## src/rtl/cpu_pkg.sv

```systemverilog
// Shared CPU-side types and constants.
// Memory arbiter widths, port indices and FSM state encoding.
package cpu_pkg;

  localparam int AW   = 16;
  localparam int DW   = 16;
  localparam int NREQ = 3;

  localparam logic [1:0] PORT_FETCH = 2'd0;
  localparam logic [1:0] PORT_DATA  = 2'd1;
  localparam logic [1:0] PORT_DEBUG = 2'd2;

  typedef enum logic [1:0] {
    IDLE   = 2'd0,
    ACCESS = 2'd1,
    RESP   = 2'd2
  } arb_state_t;

  function automatic logic [1:0] oh2idx(
    input logic [NREQ-1:0] oh
  );
    logic [1:0] idx;
    idx = PORT_FETCH;
    if (oh[PORT_DATA])  idx = PORT_DATA;
    if (oh[PORT_DEBUG]) idx = PORT_DEBUG;
    return idx;
  endfunction

  function automatic logic [NREQ-1:0] idx2oh(
    input logic [1:0] idx
  );
    logic [NREQ-1:0] oh;
    oh = '0;
    for (int i = 0; i < NREQ; i++)
      oh[i] = (idx == i[1:0]);
    return oh;
  endfunction

endpackage

```

## src/rtl/rr_pick.sv

```systemverilog
// Round-robin pick over the three requesters.
// Search starts at the port after the last accepted one.
module rr_pick
  import cpu_pkg::*;
(
  input  logic [NREQ-1:0] req,
  input  logic [1:0]      last_gnt,
  output logic            valid,
  output logic [NREQ-1:0] grant
);

  logic [1:0] first;
  logic [1:0] second;
  logic [1:0] third;

  // Rotate priority order, then take the first pending port
  always_comb begin
    first  = PORT_FETCH;
    second = PORT_DATA;
    third  = PORT_DEBUG;
    case (last_gnt)
      PORT_FETCH: begin
        first  = PORT_DATA;
        second = PORT_DEBUG;
        third  = PORT_FETCH;
      end
      PORT_DATA: begin
        first  = PORT_DEBUG;
        second = PORT_FETCH;
        third  = PORT_DATA;
      end
      default: ;
    endcase
    grant = '0;
    if (req[first])
      grant = idx2oh(first);
    else if (req[second])
      grant = idx2oh(second);
    else if (req[third])
      grant = idx2oh(third);
    valid = |req;
  end

endmodule

```

## src/rtl/mem_arbiter.sv

```systemverilog
// Three-port single-memory arbiter.
// IDLE picks and latches, ACCESS drives memory, RESP returns read data.
module mem_arbiter #(
  parameter int AW   = cpu_pkg::AW,
  parameter int DW   = cpu_pkg::DW,
  parameter int NREQ = cpu_pkg::NREQ
) (
  input  logic               clk,
  input  logic               reset,
  input  logic [NREQ-1:0]    req,
  input  logic [NREQ-1:0]    req_we,
  input  logic [NREQ*AW-1:0] req_addr,
  input  logic [NREQ*DW-1:0] req_wdata,
  output logic [NREQ-1:0]    gnt,
  output logic [NREQ-1:0]    rvalid,
  output logic [DW-1:0]      rdata,
  output logic               mem_we,
  output logic [AW-1:0]      mem_addr,
  output logic [DW-1:0]      mem_wdata,
  input  logic [DW-1:0]      mem_rdata,
  output logic               busy
);
  import cpu_pkg::*;

  arb_state_t    state_q, state_d;
  logic [1:0]    last_q, last_d;
  logic [1:0]    sel_q, sel_d;
  logic          we_q, we_d;
  logic [AW-1:0] addr_q, addr_d;
  logic [DW-1:0] wdata_q, wdata_d;

  logic            pick_valid;
  logic [NREQ-1:0] pick_oh;
  logic [1:0]      pick_idx;

  rr_pick u_pick (
    .req      (req),
    .last_gnt (last_q),
    .valid    (pick_valid),
    .grant    (pick_oh)
  );

  assign pick_idx = oh2idx(pick_oh);

  // State and latched request; last grant starts at debug so fetch wins first
  always_ff @(posedge clk or negedge reset) begin
    if (!reset) begin
      state_q <= IDLE;
      last_q  <= PORT_DEBUG;
      sel_q   <= PORT_FETCH;
      we_q    <= 1'b0;
      addr_q  <= '0;
      wdata_q <= '0;
    end else begin
      state_q <= state_d;
      last_q  <= last_d;
      sel_q   <= sel_d;
      we_q    <= we_d;
      addr_q  <= addr_d;
      wdata_q <= wdata_d;
    end
  end

  // Next state, request latch and per-state outputs
  always_comb begin
    state_d = state_q;
    last_d  = last_q;
    sel_d   = sel_q;
    we_d    = we_q;
    addr_d  = addr_q;
    wdata_d = wdata_q;
    gnt     = '0;
    rvalid  = '0;
    rdata   = '0;
    mem_we  = 1'b0;
    unique case (state_q)
      IDLE: begin
        if (pick_valid) begin
          state_d = ACCESS;
          sel_d   = pick_idx;
          last_d  = pick_idx;
          we_d    = req_we[pick_idx];
          addr_d  = req_addr[pick_idx*AW +: AW];
          wdata_d = req_wdata[pick_idx*DW +: DW];
        end
      end
      ACCESS: begin
        gnt     = idx2oh(sel_q);
        mem_we  = we_q;
        state_d = we_q ? IDLE : RESP;
      end
      RESP: begin
        rvalid  = idx2oh(sel_q);
        rdata   = mem_rdata;
        state_d = IDLE;
      end
      default: state_d = IDLE;
    endcase
  end

  assign mem_addr  = addr_q;
  assign mem_wdata = wdata_q;
  assign busy      = (state_q != IDLE);

endmodule

```

## config.mk

```make
export PLATFORM = sky130hd
export DESIGN_NAME = mem_arbiter
export DESIGN_NICKNAME = d
export VERILOG_FILES = /design/src/rtl/cpu_pkg.sv /design/src/rtl/rr_pick.sv /design/src/rtl/mem_arbiter.sv
export SDC_FILE = /design/constraint.sdc
export NUM_CORES = 1
export LEC_CHECK = 0
export ABC_AREA = 1
export BUFFER_PORTS_ARGS = -buffer_cell sky130_fd_sc_hd__buf_2
export CORE_AREA = 8 8 85 87
export DETAILED_ROUTE_END_ITERATION = 7
export DIE_AREA = 0 0 93 95
export PLACE_DENSITY = 0.84
export SLEW_MARGIN = 0
export SYNTH_ARGS = -nofsm -noshare
export SYNTH_HDL_FRONTEND = slang
export SYNTH_HIERARCHICAL = 1
export SYNTH_SLANG_ARGS = --single-unit
```

## constraint.sdc

```tcl
create_clock -name clk -period 3.35 [get_ports clk]
set_input_delay 0.1675 -clock clk [delete_from_list [all_inputs] [get_ports clk]]
set_output_delay 0.1675 -clock clk [all_outputs]
set_load 0.005 [all_outputs]
```

# After elaboration in Yosys (flattened, before gate mapping)
# Cells that the tools add are included.
# word_totals
regBits	39
input_bits	120
out_inout_bits	56
wordCells	56
# op_classes
n_lt_le_gt_ge	4
n_eq_ne	12
shift	2
mux	23
n_reduce_logical	9
# ops
cell	count
indexed part select 48 x 7 -> 16 bit	2
two-way mux 16 bit	1
one-hot mux 2 bit (2 select lines)	4
two-way mux 3 bit	5
== test 2 x 1 -> 1 bit, second input constant	6
logical NOT 2 bit	6
< comparator 2 x 3 -> 1 bit, second input constant	4
== test 2 bit, second input constant	5
binary-select mux 1 bit (select 2 bit)	4
two-way mux 1 bit	6
two-way mux 2 bit	3
OR reduction 3 bit	1
!= test 2 bit, second input constant	1
AND reduction 2 bit	1
nonzero test 2 bit	1

# Longest topological paths before layout
# Gate-level depths: netlist of run 1.
# depth
word_depth	11
ltp_mapped	12
ltp_nobuf	10

# Cells and area by module
# The synthesis of run 1 kept the hierarchy.
# by_module_without_submodules
module	instances	cells_each	area_per_inst_um2	seq_area_each_um2
mem_arbiter	1	384	2431.1	952.2
rr_pick	1	30	138.9	0.0

# Worst setup path before layout of run 1
# OpenSTA, ideal clock, no wires.
# synth_timing
path_kind	reg2reg
startpoint	reg last_q[0]
endpoint	reg addr_q[10], in the netlist mem_addr[10]
setup_time_ps	116
arrival_ps	1420
required_ps	3234
path_slack_ps	1814
path_stages_with_launch	13
n_path_buf	2
synth_period_minus_slack_ps	1536
path_cell_list	dfrtp_1 -> nor2_2 -> nand2_2 -> nand3_2 -> nand2_1 -> nand2_1 -> buf_6 -> inv_4 -> buf_2 -> nand2_1 -> nand3_1 -> nand2_1 -> nand2_1
# synth_via
elab_chain_len	10
elab_cells_between_ends	23
classes_between	eq/ne (7); shift (1); mux (14); reduce/logical (1)
# synth_rtl
item	line	text
from (decl)	mem_arbiter.sv:26	logic [1:0] last_q, last_d;
from (signal assigned)	mem_arbiter.sv:56	last_q <= last_d;
== test 2 x 1 -> 1 bit or logical NOT 2 bit (tied branches)	rr_pick.sv:21	case (last_gnt)
one-hot mux 2 bit (2 select lines)	rr_pick.sv:21	
binary-select mux 1 bit (select 2 bit)	rr_pick.sv:39	else if (req[third])
two-way mux 1 bit (not written as such)	rr_pick.sv:39	
two-way mux 3 bit	rr_pick.sv:39	
two-way mux 3 bit	rr_pick.sv:37	else if (req[second])
two-way mux 3 bit *	rr_pick.sv:35	if (req[first])
via pick_oh[1]	mem_arbiter.sv:33	logic [NREQ-1:0] pick_oh;
two-way mux 1 bit *	cpu_pkg.sv:24	if (oh[PORT_DATA]) idx = PORT_DATA;
two-way mux 2 bit *	cpu_pkg.sv:25	if (oh[PORT_DEBUG]) idx = PORT_DEBUG;
indexed part select 48 x 7 -> 16 bit *	mem_arbiter.sv:83	addr_d = req_addr[pick_idx*AW +: AW];
to (signal assigned)	mem_arbiter.sv:59	addr_q <= addr_d;
to (decl)	mem_arbiter.sv:29	logic [AW-1:0] addr_q, addr_d;
# The timed path passes the listed nets; every way through them passes the cells marked *. The select of a mux whose other input is x is not followed.
# A chain may end at the register's enable or synchronous reset.

# Worst setup path after layout of run 1
# layout_timing
startpoint	reg last_q[0]
endpoint	reg addr_q[14], in the netlist mem_addr[14]
# layout_via
elab_cells_between_ends	23
classes_between	eq/ne (7); shift (1); mux (14); reduce/logical (1)
# layout_rtl
item	line	text
== test 2 x 1 -> 1 bit or logical NOT 2 bit (tied branches)	rr_pick.sv:21	
one-hot mux 2 bit (2 select lines)	rr_pick.sv:21	
binary-select mux 1 bit (select 2 bit)	rr_pick.sv:39	
two-way mux 1 bit (not written as such)	rr_pick.sv:39	
two-way mux 3 bit	rr_pick.sv:39	
two-way mux 3 bit	rr_pick.sv:37	
two-way mux 3 bit *	rr_pick.sv:35	
two-way mux 2 bit *	cpu_pkg.sv:25	
via pick_idx[1]	mem_arbiter.sv:34	logic [1:0] pick_idx;
indexed part select 48 x 7 -> 16 bit *	mem_arbiter.sv:83	
# Marks and branches as above.

==> reports/qor.yml, run 1 <==
run_status:
  status: "finished, violations left"
  violations: "hold timing"
grt:
  grtUsageMet3_pct: 6.90
  grt_pass1_wl_um: 13500
  met2_usage_pct: 32.5
  grt_pass1_vias: 3007
  antenna_found_initial: 0
  grt_usage_pct: 18.6
  grtUsageMet1_pct: 20.9
  overflow: 0
  grt_max_degree: 71
  grt_busiest_layer: "met2"
timing:
  worst_pin_slew_ps: 1030
  slew_headroom_pct: 31.0
  fin_ws_ps: 1160
  period_minus_slack_ps: 2190
  finalSetupViolCount: 0
  rsz0062_at_grt: "false"
  final-hold-violation-count: 37
  fin_crit_sh_pct: 65.2
  fmax_ghz: 0.458
  slew_violations: 0
  tns_ps: 0
  fin_skew_ps: 6.43
  holdWs_ps: -27.6
pwr:
  p_leak_nw: 2.22
  peakVddDrop_mv: 0.576
  powerDensity_nw_per_um2: 844
  power_mw: 2.96
cts:
  cts.htree.levels: 2
  cts_tree: "built"
  postCtsHoldBufs: 0
  cts-root-buf: "clkbuf_8"
  clkLatencyLatePin_ps: 290
  cts_resized: 0
  cts.sinks: 38
  clkTransAtPathRegs_ps: 80
  clock_path_buffers: 2
  numCtsBuffers: 5
  post_cts_buffers: 0
route:
  num_vias: 3025
  drc_errors: 0
  viasPerCell: 4.69
  routed_wirelength_um: 8360
  detail_route.wl_per_cell_um: 13.0
  drtPass1Iterations: 4
  drtAntennaViolNets: 0
  drt_iter0_markers: 95
floorplan:
  rows: 28
  fp.coreArea_um2: 5820
  die_x_um: 93
  pin_count: 176
  die_height_um: 95
  start_util_pct: 43.7
  dieArea_um2: 8840
worst_setup_path:
  r2r_setup_slack_ps: 1160
  crit_type: "reg2reg"
  start_kind: "flop"
  cp_data_arrival_time_ps: 2370
  cp-end-kind: "flop"
  worstPathRequired_ps: 3530
  cp_max_fo: 67
finish:
  final_util_pct: 60.2
  final_area_um2: 3500
  diodes: 0
  layout-drive-gt1-share_pct: 36.8
  layout.nets: 689
  fin_cells: 645
  area_growth_pct: 37.7
place:
  io_buffers: 175
  place_congestion: 0.897
  dp_hpwl_um: 6490
  dpl-instance-area_um2: 3370
  preCtsSetupSlack_ps: 1180
  place_inst: 637
yosys:
  netlist_area_um2: 2540
  ys_warn_count: 6
  syn_inst: 408
  synth_fp_nets: 528
  postSynthAreaPerCell_um2: 6.23
hold_path:
  hold_class: "in2async"
run:
  maxCapViolCount: 0
[where the power goes]
part	internal, mW	switching (mW)
registers	0.698	0.145
clock network	0.298	0.169
logic	0.620	1.03
total	1.62	1.34
[sequential cells by signal, summed over array words and instances, names as in the netlist]
name / cells
we_q: 1
state_q: 2
mem_addr: 16
last_q: 2
mem_wdata: 16
sel_q: 1
[area by class of cell]
type / count / area [µm²]
Tap cell: 75 / 93.8
Inverter: 29 / 114
Timing Repair Buffer: 176 / 883
Fill cell: 572 / 2310
Clock inverter: 3 / 68.8
Clock buffer: 5 / 68.8
Sequential cell: 38 / 952
Multi-Input combinational cell: 319 / 1320
[metal layers]
metal	part of all wire (%)	vias up
li1	-	1547
met1	40	1331
met2	48	139
met3	11	8
met4	0.95	0
met5	0	-
[cell usage in the layout (no fill, tap or decap)]
cell	count
dfrtp_1	37
nand2_2	3
nor2_1	72
clkinv_4	1
nor2_2	15
nor3_1	6
inv_4	2
o21ai_1	1
nand2_1	182
nand3_2	2
dfstp_2	1
o21ai_2	1
nand2_4	1
inv_1	26
clkbuf_8	5
nand3_1	35
buf_2	175
inv_2	1
buf_4	1
nand4_1	1
bufinv_16	2
[worst paths after layout]
kind	start	to	cells past startpoint
min in group clk	req_wdata[8]	mem_wdata[8]	5
hold / removal	reset	mem_addr[10]	1
setup / recovery	last_q[0]	mem_addr[14]	9
hold reg to reg	mem_addr[14]	mem_addr[14]	2
max in group asynchronous	reset	sel_q[1]	1
setup reg to reg	last_q[0]	mem_addr[14]	9
[worst max-delay path, cell delays in order (launching register included)]
cell and delay (ps):
dfrtp_1 550, nor2_2 110, nand2_2 80, nand3_2 80, nand2_1 60, nand2_1 80
inv_2 760, nand3_1 170, nand2_1 120, nand2_1 50
Note: power is estimated with default switching activity, not from simulation.
==> run 2: changes to the inputs <==
--- a/config.mk
+++ b/config.mk
@@ -7,10 +7,10 @@
 export LEC_CHECK = 0
 export ABC_AREA = 1
 export BUFFER_PORTS_ARGS = -buffer_cell sky130_fd_sc_hd__buf_2
-export CORE_AREA = 8 8 85 87
+export CORE_AREA = 8 8 92 94
 export DETAILED_ROUTE_END_ITERATION = 7
-export DIE_AREA = 0 0 93 95
-export PLACE_DENSITY = 0.84
+export DIE_AREA = 0 0 100 102
+export PLACE_DENSITY = 0.75
 export SLEW_MARGIN = 0
 export SYNTH_ARGS = -nofsm -noshare
 export SYNTH_HDL_FRONTEND = slang
==> constraint.sdc (replaced) <==
create_clock -name clk -period 2 [get_ports clk]
set_input_delay 0.1 -clock clk [delete_from_list [all_inputs] [get_ports clk]]
set_output_delay 0.1 -clock clk [all_outputs]
set_load 0.005 [all_outputs]
==> run 2 against run 1 <==
Net effect:
- the flow now finishes without violations
- wire length is 1.0% lower
- cell count up 4.3%
- non-clock buffer count is 4 higher
- register-to-register slack worse by 890 ps
- setup slack worse by 890 ps
- sequential share of layout area decreased by 0.22 points
- global-route usage is 3.0 points lower
- die area grew 15%
- cell area increased by 0.82%
- highest routed layer unchanged
==> reports/qor.yml, run 2 (synthesis gave the netlist of run 1 again) <==
hold_path:
  hold_depth: 5
  hold_class: "in2reg"
  min_to: "mem_addr[3]"
  hp-start: "req_addr[3]"
grt:
  antenna_found_initial: 0  # unchanged
  grt_pass1_vias: 2945  # -2.1%
  grt_pass1_wl_um: 13200  # -2.0%
  grt_max_degree: 71  # unchanged
  grt_usage_pct: 15.6  # -3.0 points
  overflow: 0  # unchanged
cts:
  clkLatencyLatePin_ps: 280  # about the same
  cts_resized: 0  # unchanged
  cts-root-buf: "clkbuf_8"
  clkTransAtPathRegs_ps: 80  # about the same
  cts_tree: "built"
  clock_path_buffers: 2  # unchanged
  cts.sinks: 38  # unchanged
  cts.htree.levels: 2  # unchanged
  numCtsBuffers: 5  # unchanged
route:
  viasPerCell: 4.49  # -4.2%
  routed_wirelength_um: 8270  # -1.0%
  drc_errors: 0  # unchanged
  num_vias: 3023  # -0.066%
  drt_iter0_markers: 84  # -12%
  drtAntennaViolNets: 0  # unchanged
  drtPass1Iterations: 4  # unchanged
  detail_route.wl_per_cell_um: 12.3  # -5.1%
worst_setup_path:
  crit_type: "reg2reg"
  r2r-start: "last_q[0]"
  rr_endpoint: "mem_wdata[8]"
  cp_top_family: "simple AND/OR/NAND/NOR gates"
  r2r_setup_slack_ps: 270  # -890 ps
  cp_data_arrival_time_ps: 1890  # -480 ps
  start_kind: "flop"
  cpMostUsedCell: "nand2_1"
  ff2ff_path_depth: 11  # +2
  crit_start: "last_q[0]"
  cp_max_fo: 67  # unchanged
  cp_slowest_cell: "dfrtp_1"
  cpPeakStageDelay_ps: 500  # -260 ps
  worstPathRequired_ps: 2160  # -1370 ps
  cp.buffers_inverters: 2  # +1
  cp-end-kind: "flop"
  crit_chain: "nor2_2 > nand2_2 > nand3_2 > nand2_1 > nand2_1 > inv_2 > buf_12 > nor2_1 > nor2_1 > nand2_1 > nand2_1"
finish:
  final_area_um2: 3530  # +0.82%
  layout_common_cells: "nand2_1 (182), buf_2 (175), nor2_1 (72), dfrtp_1 (37), nand3_1 (35)"
  fin_cells: 673  # +4.3%
  area_growth_pct: 38.9
  layout_commonest_cell: "nand2_1"
  diodes: 0  # unchanged
  layout.nets: 693  # +0.58%
  layout-drive-gt1-share_pct: 36.9  # +0.092 points
  fillCellCount: 751  # +31%
floorplan:
  start_util_pct: 36.0  # -7.7 points
  rows: 31  # +11%
  die_x_um: 100  # +7.5%
  pin_count: 176  # unchanged
  fp.coreArea_um2: 7060  # +21%
  die_height_um: 102  # +7.4%
  dieArea_um2: 10200  # +15%
place:
  dp_hpwl_um: 6570  # +1.2%
  place_congestion: 0.819  # -8.7%
  place_inst: 664  # +4.2%
  preCtsSetupSlack_ps: 308  # -872 ps
  io_buffers: 175  # unchanged
  dpl-instance-area_um2: 3430  # +1.9%
pwr:
  peakVddDrop_mv: 0.758  # +32%
  powerDensity_nw_per_um2: 1350  # +60%
  p_leak_nw: 2.23  # +0.18%
timing:
  period_minus_slack_ps: 1730  # -457 ps
  final-hold-violation-count: 0  # -100%
  fin_ws_ps: 271  # -893 ps
  worst_pin_slew_ps: 781  # -252 ps
  tns_ps: 0  # unchanged
  fin_crit_sh_pct: 86.4  # +21 points
  slew_headroom_pct: 47.9  # +17 points
  finalSetupViolCount: 0  # unchanged
  slew_violations: 0  # unchanged
  fmax_ghz: 0.578  # +26%
  rsz0062_at_grt: "false"
  fin_skew_ps: 7.59  # +1.15 ps
run_status:
  status: "finished, final reports clean"
run:
  maxCapViolCount: 0  # unchanged
==> run 2: how the worst max path moves through the flow <==
stage,endpoint,slack [ps],depth (start not counted)
6_report,mem_wdata[8],270,11
5_1_grt,mem_wdata[0],130,10
4_1_cts,mem_wdata[12],300,11
3_5_place_dp,mem_addr[0],310,11
3_3_place_gp,mem_wdata[14],360,10
2_1_floorplan,mem_addr[10],510,12
==> run 2: timing repair <==
item                      CTS  global route
hold buffers                1             0
setup buffers               0             0
hold endpoints to repair   18             0
==> run 2: report_power, final <==
| part | total (mW) | internal (mW) | switching [mW] |
|---|---|---|---|
| Clock | 0.536 | 0.278 | 0.257 |
| Sequential | 1.41 | 1.17 | 0.245 |
| Combinational | 2.81 | 1.08 | 1.73 |
| Total | 4.76 | 2.53 | 2.23 |
==> run 2: worst min-delay path, cell delays in order <==
cell     delay (ps)
buf_2            70
nand2_1          40
nand3_1          50
nand2_1          50
nand2_1          50
==> run 2: routing by layer <==
metal / wire, µm / share of wire (%) / track usage [%]
met1: 3490 / 42 / 17.9
met2: 4010 / 48 / 27.2
met3: 725 / 8.8 / 4.90
met4: 53 / 0.64 / 4.30
met5: 0 / 0 / 0
==> run 2: cell type report <==
cell class,instances,area [µm²],share of cell area [%]
clock buffer,7,86.3,2.44
multi-input combinational,319,1320,37.4
tap,99,124,3.51
inverter,29,114,3.22
sequential,38,952,27.0
clock inverter,1,5.00,0.142
timing repair buffer,180,928,26.3
==> run 2: per-stage QoR <==
step                power, mW  hold slack [ps]  util [%]
floorplan                3.45             -196         -
global placement         4.19             69.1      48.6
detailed placement       4.29             81.7      48.6
CTS                      4.86             95.6      50.0
global route             5.32              120      50.0
finish                   4.76              110      50.0
==> run 3: changes to the inputs <==
--- a/config.mk
+++ b/config.mk
@@ -7,10 +7,11 @@
 export LEC_CHECK = 0
 export ABC_AREA = 1
 export BUFFER_PORTS_ARGS = -buffer_cell sky130_fd_sc_hd__buf_2
-export CORE_AREA = 8 8 92 94
+export CORE_AREA = 8 8 96 90
 export DETAILED_ROUTE_END_ITERATION = 7
-export DIE_AREA = 0 0 100 102
-export PLACE_DENSITY = 0.75
+export DIE_AREA = 0 0 104 98
+export PLACE_DENSITY = 0.76
+export RECOVER_POWER = 50
 export SLEW_MARGIN = 0
 export SYNTH_ARGS = -nofsm -noshare
 export SYNTH_HDL_FRONTEND = slang
==> constraint.sdc (replaced) <==
create_clock -name clk -period 1.5 [get_ports clk]
set_input_delay 0.075 -clock clk [delete_from_list [all_inputs] [get_ports clk]]
set_output_delay 0.075 -clock clk [all_outputs]
set_load 0.005 [all_outputs]
==> run 3 against run 2 <==
Net effect:
- the run now ends with setup timing left
- cell count rose by 1.6%
- largest power group unchanged
- highest routed layer unchanged
- sequential power grew 34%
- sequential cell count is the same
- sequential share of layout area down 2.2 points
==> reports/qor.yml, run 3 (synthesis gave the netlist of run 1 again) <==
run_status:
  status: "finished, violations left"
  violations: "setup timing"
route:
  num_vias: 3126  # +3.4%
  wl_met1_um: 3840  # +10%
  wl_met2_um: 4460  # +11%
  drt_iter0_markers: 103  # +23%
  drtAntennaViolNets: 0  # unchanged
  drc_errors: 0  # unchanged
  detail_route.wl_per_cell_um: 13.3  # +8.1%
  wl_met3_um: 716  # -1.2%
  routed_wirelength_um: 9090  # +9.9%
  drtPass1Iterations: 4  # unchanged
  highest_layer: "met4"
  viasPerCell: 4.57  # +1.7%
finish:
  layout.nets: 707  # +2.0%
  layout_common_cells: "nand2_1 (174), buf_2 (159), nor2_1 (53), dfrtp_1 (36), nor2_2 (31)"
  final_area_um2: 3850  # +9.1%
  fillCellCount: 720  # -4.1%
  diodes: 0  # unchanged
  layout_commonest_cell: "nand2_1"
  layout-drive-gt1-share_pct: 41.7  # +4.7 points
  area_growth_pct: 51.5
worst_setup_path:
  cp-end-kind: "flop"
  cp.depth: 10  # -1
  cp_max_fo: 11  # -84%
  ff2ff_path_depth: 10  # -1
  r2r_setup_slack_ps: -170  # -440 ps
  crit_chain: "nand3_2 > nand2_2 > nand2_2 > nand2_4 > clkinv_8 > clkbuf_16 > nor2_2 > nor2_2 > nand2_1 > nand2_1"
  cp_data_arrival_time_ps: 1850  # -40 ps
  worstPathRequired_ps: 1680  # -480 ps
  crit_type: "reg2reg"
  cp_top_family: "flip-flops"
  crit_start: "last_q[1]"
  cp.buffers_inverters: 2  # unchanged
  start_kind: "flop"
  cpPeakStageDelay_ps: 650  # +150 ps
  r2r-start: "last_q[1]"
  cp_slowest_cell: "dfstp_2"
grt:
  antenna_found_initial: 0  # unchanged
  grt_pass1_wl_um: 14700  # +11%
  grt_max_degree: 44  # -38%
  grt_pass1_vias: 3129  # +6.2%
  overflow: 0  # unchanged
  grt_usage_pct: 16.8  # +1.2 points
place:
  dp_hpwl_um: 6810  # +3.6%
  place_congestion: 0.835  # +2.0%
  preCtsSetupSlack_ps: -161  # -468 ps
  dpl-instance-area_um2: 3540  # +3.1%
  io_buffers: 175  # unchanged
floorplan:
  pin_count: 176  # unchanged
  start_util_pct: 35.7  # -0.37 points
  die_height_um: 98  # -3.9%
  rows: 30  # -3.2%
  fp.coreArea_um2: 7130  # +1.0%
  die_x_um: 104  # +4.0%
  dieArea_um2: 10200  # about the same
run:
  maxCapViolCount: 0  # unchanged
timing:
  fin_ws_ps: -171  # -443 ps
  final-hold-violation-count: 0  # unchanged
  finalSetupViolCount: 36  # +36
  fmax_ghz: 0.598  # +3.4%
  rsz0062_at_grt: "true"
  period_minus_slack_ps: 1670  # -57.3 ps
  fin_crit_sh_pct: 111  # +25 points
  holdWs_ps: 81.0  # -29.2 ps
  slew_headroom_pct: 25.2  # -23 points
  fin_skew_ps: 14.4  # +6.81 ps
  tns_ps: -4490  # -4490 ps
  worst_pin_slew_ps: 1120  # +340 ps
  slew_violations: 0  # unchanged
hold_path:
  hold_depth: 5  # unchanged
  hold_class: "in2reg"
  hp-start: "req_wdata[6]"
pwr:
  power_mw: 7.15  # +50%
  powerDensity_nw_per_um2: 1860  # +38%
  p_leak_nw: 2.32  # +4.0%
  peakVddDrop_mv: 0.969  # +28%
cts:
  cts.sinks: 38  # unchanged
  numCtsBuffers: 5  # unchanged
  cts-root-buf: "clkbuf_8"
  clock_path_buffers: 2  # unchanged
  cts_tree: "built"
  cts.htree.levels: 2  # unchanged
  clkLatencyLatePin_ps: 290  # about the same
  clkTransAtPathRegs_ps: 80  # about the same
## run 3: final cells by class
type / count / area, µm² / area share [%]
clock inverters: 2 / 10.0 / 0.260
flip-flops and latches: 38 / 953 / 24.7
repair buffers: 194 / 1110 / 28.8
multi-input cells: 319 / 1460 / 37.8
well taps: 96 / 120 / 3.12
clock buffers: 6 / 72.6 / 1.88
inverters: 29 / 131 / 3.41
## run 3: worst register-to-register path: cells and delay by family (launching register included)
family / cells / cell delay (ps)
buf+inv: 2 / 270
flops: 1 / 650
simple gates: 8 / 640
## run 3: per-layer routing
metal	up-vias	global-route usage, %
met4	0	3.23
met2	140	29.7
li1	1584	-
met5	-	0
met3	8	5.99
met1	1394	19.1
## run 3: stage by stage
stage	utilization [%]	cells
after floorplan	-	408
after global placement	49.6	669
after detailed placement	49.6	669
after CTS	53.4	684
after global routing	54.0	684
final	54.0	684
## run 3: power by group
part | internal, mW | total [mW] | switching [mW]
Combinational | 1.91 | 4.58 | 2.68
Clock | 0.322 | 0.678 | 0.356
Sequential | 1.56 | 1.89 | 0.324
Total | 3.79 | 7.15 | 3.36
## run 3: path summary, 6_finish.rpt
check | to
min | mem_wdata[6]
max in group asynchronous | mem_addr[12]
max | mem_addr[2]
max reg2reg | mem_addr[2]
min in group asynchronous | mem_wdata[8]
min reg2reg | mem_addr[14]
## run 3: timing repair
| item | 4_1_cts | 5_1_grt |
|---|---|---|
| endpoints found under the setup margin | 34 | 41 |
| endpoints found under the hold margin | 16 | 0 |
| hold buffers | 1 | 0 |
| pin swaps | 1 | 6 |
| gates resized for setup | 28 | 30 |
| cloned | 2 | 1 |
| buffers inserted | 4 | 2 |
